## config.mk

```make
export PLATFORM = sky130hd
export DESIGN_NAME = pipelined_adder_64bit_flat
export DESIGN_NICKNAME = d
export VERILOG_FILES = /design/src/rtl/pipelined_adder_64bit_if.sv /design/src/rtl/pipelined_adder_64bit.sv /design/src/flat_wrapper.sv
export SDC_FILE = /design/constraint.sdc
export NUM_CORES = 1
export LEC_CHECK = 0
export BUFFER_PORTS_ARGS = -buffer_cell sky130_fd_sc_hd__buf_2
export CAP_MARGIN = 40
export CORE_ASPECT_RATIO = 0.9
export CORE_UTILIZATION = 35
export CTS_BUF_LIST = sky130_fd_sc_hd__clkbuf_4 sky130_fd_sc_hd__clkbuf_8
export DETAILED_ROUTE_END_ITERATION = 7
export GPL_ROUTABILITY_DRIVEN = 0
export GPL_TIMING_DRIVEN = 0
export SLEW_MARGIN = 20
export SYNTH_ARGS = -nofsm -noshare
export SYNTH_HDL_FRONTEND = slang
export SYNTH_SLANG_ARGS = --single-unit
```

## constraint.sdc

```tcl
create_clock -name clk -period 6.6 [get_ports clk]
set_clock_uncertainty 0.05 [all_clocks]
set_input_delay 0 -clock clk [delete_from_list [all_inputs] [get_ports clk]]
set_output_delay 0 -clock clk [all_outputs]
set_load 0.03 [all_outputs]
```

## src/rtl/pipelined_adder_64bit_if.sv

```systemverilog
// Operand/result handshake bundle for pipelined_adder_64bit.
// The master drives operands and out_ready; the slave (adder) returns in_ready and the result.
interface pipelined_adder_64bit_if;
  logic        in_valid;
  logic        in_ready;
  logic [63:0] a;
  logic [63:0] b;
  logic        c_in;
  logic        out_valid;
  logic        out_ready;
  logic [63:0] sum;
  logic        c_out;
  logic        overflow;

  modport master (
    output in_valid, a, b, c_in, out_ready,
    input  in_ready, out_valid, sum, c_out, overflow
  );

  modport slave (
    input  in_valid, a, b, c_in, out_ready,
    output in_ready, out_valid, sum, c_out, overflow
  );
endinterface

```

## src/rtl/pipelined_adder_64bit.sv

```systemverilog
// Pipelined 64-bit adder: one SLICE-bit carry slice per register stage, valid/ready handshake.
// Optional macro PIPELINED_ADDER_SATURATE_EN clamps the sum on signed overflow.
module pipelined_adder_64bit #(
  parameter int SLICE = 16
) (
  input  logic                   clk,
  input  logic                   rst_n,
  pipelined_adder_64bit_if.slave bus
);
  localparam int STAGES = 64 / SLICE;

  logic stall;
  logic ovf_q;

  for (genvar k = 0; k < STAGES; k++) begin : g_stage
    localparam int LO = (k + 1) * SLICE;
    // Operand bits still to be added by later stages.
    localparam int HI = 64 - LO;

    logic             v_src;
    logic             c_src;
    logic [SLICE-1:0] a_sl;
    logic [SLICE-1:0] b_sl;
    logic [SLICE:0]   slice_sum;
    logic [LO-1:0]    s_next;
    logic [LO-1:0]    s_load;
    logic             v_q;
    logic             c_q;
    logic [LO-1:0]    s_q;

    if (k == 0) begin : g_src
      assign v_src  = bus.in_valid;
      assign c_src  = bus.c_in;
      assign a_sl   = bus.a[SLICE-1:0];
      assign b_sl   = bus.b[SLICE-1:0];
      assign s_next = slice_sum[SLICE-1:0];
    end else begin : g_src
      assign v_src  = g_stage[k-1].v_q;
      assign c_src  = g_stage[k-1].c_q;
      assign a_sl   = g_stage[k-1].g_rem.a_q[SLICE-1:0];
      assign b_sl   = g_stage[k-1].g_rem.b_q[SLICE-1:0];
      assign s_next = {slice_sum[SLICE-1:0], g_stage[k-1].s_q};
    end

    assign slice_sum = {1'b0, a_sl} + {1'b0, b_sl} + {{SLICE{1'b0}}, c_src};

    if (HI > 0) begin : g_rem
      logic [HI-1:0] a_hi;
      logic [HI-1:0] b_hi;
      logic [HI-1:0] a_q;
      logic [HI-1:0] b_q;

      if (k == 0) begin : g_hi
        assign a_hi = bus.a[63:SLICE];
        assign b_hi = bus.b[63:SLICE];
      end else begin : g_hi
        assign a_hi = g_stage[k-1].g_rem.a_q[HI+SLICE-1:SLICE];
        assign b_hi = g_stage[k-1].g_rem.b_q[HI+SLICE-1:SLICE];
      end

      always_ff @(posedge clk) begin
        if (!rst_n) begin
          a_q <= '0;
          b_q <= '0;
        end else if (!stall) begin
          a_q <= a_hi;
          b_q <= b_hi;
        end
      end
    end

    if (k == STAGES - 1) begin : g_last
      logic        ovf;
      logic [63:0] res;

      // The top slice of the operands holds the sign bits, so overflow and clamp are decided here.
      always_comb begin
        ovf = (a_sl[SLICE-1] == b_sl[SLICE-1]) && (s_next[63] != a_sl[SLICE-1]);
        res = s_next;
`ifdef PIPELINED_ADDER_SATURATE_EN
        if (ovf) begin
          res = a_sl[SLICE-1] ? 64'h8000_0000_0000_0000 : 64'h7FFF_FFFF_FFFF_FFFF;
        end
`endif
      end

      assign s_load = res;

      always_ff @(posedge clk) begin
        if (!rst_n) begin
          ovf_q <= 1'b0;
        end else if (!stall) begin
          ovf_q <= ovf;
        end
      end
    end else begin : g_pass
      assign s_load = s_next;
    end

    always_ff @(posedge clk) begin
      if (!rst_n) begin
        v_q <= 1'b0;
        c_q <= 1'b0;
        s_q <= '0;
      end else if (!stall) begin
        v_q <= v_src;
        c_q <= slice_sum[SLICE];
        s_q <= s_load;
      end
    end
  end

  assign stall         = g_stage[STAGES-1].v_q && !bus.out_ready;
  assign bus.in_ready  = !stall;
  assign bus.out_valid = g_stage[STAGES-1].v_q;
  assign bus.sum       = g_stage[STAGES-1].s_q;
  assign bus.c_out     = g_stage[STAGES-1].c_q;
  assign bus.overflow  = ovf_q;
endmodule

```

## src/flat_wrapper.sv

```systemverilog
// flat-port wrapper written by rule: the top's interface ports become plain ports
module pipelined_adder_64bit_flat 
#(
  parameter int SLICE = 16
)
  (clk, rst_n, bus_in_valid, bus_a, bus_b, bus_c_in, bus_out_ready, bus_in_ready, bus_out_valid, bus_sum, bus_c_out, bus_overflow);
  pipelined_adder_64bit_if bus_i ();
  input  logic clk;
  input  logic rst_n;
  input wire logic [$bits(bus_i.in_valid)-1:0] bus_in_valid;
  input wire logic [$bits(bus_i.a)-1:0] bus_a;
  input wire logic [$bits(bus_i.b)-1:0] bus_b;
  input wire logic [$bits(bus_i.c_in)-1:0] bus_c_in;
  input wire logic [$bits(bus_i.out_ready)-1:0] bus_out_ready;
  output wire logic [$bits(bus_i.in_ready)-1:0] bus_in_ready;
  output wire logic [$bits(bus_i.out_valid)-1:0] bus_out_valid;
  output wire logic [$bits(bus_i.sum)-1:0] bus_sum;
  output wire logic [$bits(bus_i.c_out)-1:0] bus_c_out;
  output wire logic [$bits(bus_i.overflow)-1:0] bus_overflow;
  assign bus_i.in_valid = bus_in_valid;
  assign bus_i.a = bus_a;
  assign bus_i.b = bus_b;
  assign bus_i.c_in = bus_c_in;
  assign bus_i.out_ready = bus_out_ready;
  assign bus_in_ready = bus_i.in_ready;
  assign bus_out_valid = bus_i.out_valid;
  assign bus_sum = bus_i.sum;
  assign bus_c_out = bus_i.c_out;
  assign bus_overflow = bus_i.overflow;
  pipelined_adder_64bit #(.SLICE(SLICE)) u_core (.clk(clk), .rst_n(rst_n), .bus(bus_i));
endmodule
```

==> metrics.md <==
| Metric | Value |
|---|---|
| Status | finished with violations |
| Failing checks | design-rule violations |
| Core box area | 42,100 µm² |
| Register share of total power | 0.463 |
| Leakage power | 8.28 nW |
| Sw power | 1.29 mW |
| Cell taking the most area after synthesis | dfxtp_1 |
| Max clock buf depth | 3 |
| Iteration-0 DRC Markers | 925 |
| Post-synth top flop | dfxtp_1 |
| Worst Path Buf+Inv | 4 |
| Antenna viol nets, final | 0 |
| Worst slew margin | 0.449 |
| Crit-path max FO | 3 |
| Drt pass-1 iters | 8 |
| Syn_nets | 2,104 |
| Slew @ Worst Pin | 0.826 ns |
| GR Overflow Total | 0 |
| Worst-path clk slew | 0.06 ns |
| FF-to-FF End | u_core.g_stage[0].s_q[12]$_SDFFE_PN0N_ |
| HP Class | input port to flop |
| Vias in the first global route | 13,880 |
| Hold Buf Count CTS | 142 |
| Total GRT Usage | 0.219 |
| Max-slew violations | 0 |
| PD cells | 262 nW/µm² |
| Worst r2r src | u_core.bus.out_valid$_SDFFE_PN0N_ |
| Max_cap viols | 0 |
| R2R cell count | 9 |
| Drt wl/cell | 16.6 µm |
| Worst path cell trace | dlygate4sd3_1, buf_2, fa_1, fa_1, a211oi_1, o21ai_1, nand2_1, o21ai_1, a41o_1, a2111oi_0, dlygate4sd3_1, nor3_1, dlygate4sd3_1 |
| Total die area | 43,900 µm² |
| Finished Core Util | 0.465 |
| Initial antenna violation count | 0 |
| Initial Util | 0.358 |
| Final hold vios | 0 |
| Die H | 199 µm |
| Count of different cell masters after synthesis | 63 |
| CP top delay family | buffers and inverters |
| Drt total wl | 48,300 µm |
| Non-filler cells, final | 2,904 |
| FMAX | 0.255 GHz |
| WHS | 0.0402 ns |
| Yosys warning total | 0 |
| CTS Buf Count | 59 |
| Diode count | 0 |
| Share of cells above drive strength 1 | 0.143 |
| Clock sink count | 361 |
| H-tree depth | 2 |
| Post-DP HPWL | 36,200 µm |
| Setup_tns | 0 ns |
| #FFs+latches synth | 361 |
| First-pass GRT wire length | 74,000 µm |
| CTS tree | built |
| Crit end category | flop |
| Clk_lat worst skew | 0.66 ns |
| Crit path time final | 3.91 ns |
| Placed cell count | 2,654 |
| I/O Buffers | 199 |
| Clock power frac | 0.425 |
| Post-synth EDFFs | 0 |
| Setup slack, reg-to-reg | 3.30 ns |
| Critical Path RT | 7.09 ns |
| Final #Nets | 2,511 |
| Post CTS Setup Buffer Count | 0 |
| Die width | 221 µm |
| DRC | 12 |
| Mapped Cells | 1,903 |
| Sw Share | 0.252 |
| Row count | 71 |
| CP max stage cell | dlygate4sd3_1 |
| Crit path kind | input port to flop |
| Top cell by count, worst path | dlygate4sd3_1 |
| Area delta synth->final | 30.0% |
| Worst hold stages | 5 |
| Worst Setup Start Kind | input port |
| Post-Syn Area | 15,100 µm² |
| Via density | 4.92 |
| Post-synthesis sequential area ratio | 0.480 |
| Mean Syn Cell Area | 7.91 µm² |
| Top post-synthesis cells by area | dfxtp_1, nand2_1, a21oi_1 |
| Via Count | 14,301 |
| CP peak stage delay | 0.62 ns |
| Fillers | 4,287 |
| Tcrit/Tclk final | 0.593 |
| WP data arrival | 4.41 ns |
| Gate power share | 0.113 |
| P_int | 3.84 mW |
| Io pins | 201 |
| Clk root buf | clkbuf_8 |
| Hold EP | u_core.g_stage[0].s_q[6]$_SDFFE_PN0N_ |
| RSZ-0062 raised after global routing | no |
| Share of flip-flops with an asynchronous set or reset | 0 |
| Hold Crit Start | bus_b[6] |
| Worst VDD drop | 0.000140 V |
| CTS resizes | 0 |
| Pin count of the biggest net entering global routing | 16 |
| Final setup viols | 0 |
| Synth top area share | 0.480 |
[sequential cells by signal, summed over array words and instances (netlist names)]
name	count
u_core.g_stage.g_rem.a_q	96
u_core.g_stage.g_rem.b_q	96
u_core.g_stage.s_q	96
u_core.bus.sum	64
u_core.g_stage.c_q	3
u_core.g_stage.v_q	3
u_core.bus.c_out	1
u_core.bus.out_valid	1
u_core.bus.overflow	1
[cells by family after synthesis]
logic type,Yosys count,share of synthesized area
and+or+nand+nor,786,0.208
DFF,361,0.480
muxes,5,0.00332
xor gates and xnor gates,37,0.0215
adders and majority gates,68,0.0605
AOI/OAI and AO/OA,506,0.191
buffers and inverters,140,0.0360
[worst max-delay path by stage]
stage	from	endpoint	slack, ns	cells after the start
finish	bus_a[0]	u_core.g_stage[0].c_q$_SDFFE_PN0N_	2.69	13
detailed placement	bus_c_in	u_core.g_stage[0].c_q$_SDFFE_PN0N_	3.70	10
floorplan	u_core.g_stage[1].g_rem.b_q[0]$_SDFFE_PN0N_	u_core.g_stage[2].s_q[47]$_SDFFE_PN0N_	4.24	8
global placement	bus_c_in	u_core.g_stage[0].c_q$_SDFFE_PN0N_	3.71	10
global route	bus_a[0]	u_core.g_stage[0].c_q$_SDFFE_PN0N_	2.50	13
CTS	bus_a[0]	u_core.g_stage[0].c_q$_SDFFE_PN0N_	2.85	13
[through the flow]
stage          setup WS, ns  total power [mW]  area (µm²)
2_1_floorplan          4.24              2.72       15100
3_3_place_gp           3.71              2.90       16700
3_5_place_dp           3.70              2.91       16800
4_1_cts                2.85              5.17       19600
5_1_grt                2.50              5.34       19600
6_report               2.69              5.13       19600
[cell type report]
class | count | area (µm²) | share of cell area
inverters | 20 | 75.1 | 0.00383
multi-input cells | 1402 | 7290 | 0.372
clock inverters | 9 | 101 | 0.00517
clock buffers | 99 | 1260 | 0.0645
flip-flops and latches | 361 | 7230 | 0.369
repair buffers | 346 | 2470 | 0.126
plain buffers | 120 | 469 | 0.0240
well taps | 547 | 684 | 0.0349
[placed cells by master, fill, tap and decap left out, types with 3 or more instances in the layout]
cell,Yosys,routed
nor3b_1,3,3
nand4_1,4,4
o31ai_1,5,5
a2111oi_0,3,3
a31oi_1,8,8
ha_1,60,60
mux2i_1,5,5
xnor2_1,18,18
buf_1,17,17
o21ai_1,16,16
clkbuf_8,0,83
clkbuf_1,90,88
buf_2,13,212
o21ai_0,27,27
dlygate4sd3_1,0,142
o22ai_1,5,5
a211oi_1,23,23
nand2_1,654,654
nand2b_1,7,7
clkinv_2,0,5
clkbuf_4,0,16
a221o_1,5,5
o211ai_1,6,6
or3_1,8,8
dfxtp_1,361,361
nor2_1,52,52
nor3_1,16,16
xor2_1,19,19
nor2b_1,9,9
o21a_1,6,6
and3_1,5,5
a21o_1,16,16
inv_1,20,20
nand3_1,17,17
fa_1,8,8
a21oi_1,356,356
o21bai_1,5,5
buf_6,0,5
[cell usage after synthesis (all sizes together) (2+ instances only)]
cell type and instances:
xnor2 18, a31oi 8, o211ai 6, a2111oi 4, a2111o 2, fa 8, nor2b 9, a21o 17
a211oi 24, mux2i 5, o31a 2, nand2b 7, nand3 17, o21bai 6, nand4 4, a221oi 2
or3 8, or2 3, clkbuf 90, nand2 654, a221o 5, o21a 7, o221ai 2, nor2 52
buf 30, and3 5, nor3 16, nor4b 2, nor3b 3, a211o 2, o31ai 5, a21oi 357
xor2 19, o21ai 43, ha 60, inv 20, o22ai 6, dfxtp 361, and4 2
[worst reg2reg max path: stages, from the launching register on]
cell and delay, ns:
dfxtp_1 0.34, nor2b_1 0.17, clkbuf_1 0.15, inv_1 0.10, clkbuf_1 0.40, clkbuf_1 0.62, nand4_1 0.15, dlygate4sd3_1 0.59
o211ai_1 0.09, dlygate4sd3_1 0.56
[per-layer routing]
layer	routed length, µm	global-route usage	share of wire
met3	3440	0.0427	0.071
met5	0	0	0
met1	22000	0.291	0.46
met4	1240	0.0741	0.026
met2	21600	0.351	0.45
[power groups by stage]
stage / clock (mW) / combinational, mW / sequential [mW]
final: 2.18 / 0.579 / 2.37
after global routing: 2.32 / 0.638 / 2.39
after CTS: 2.22 / 0.575 / 2.37
after detailed placement: 0 / 0.488 / 2.42
after global placement: 0 / 0.479 / 2.42
after floorplan: 0 / 0.294 / 2.42
No activity file was read; power rests on OpenSTA's default activity.
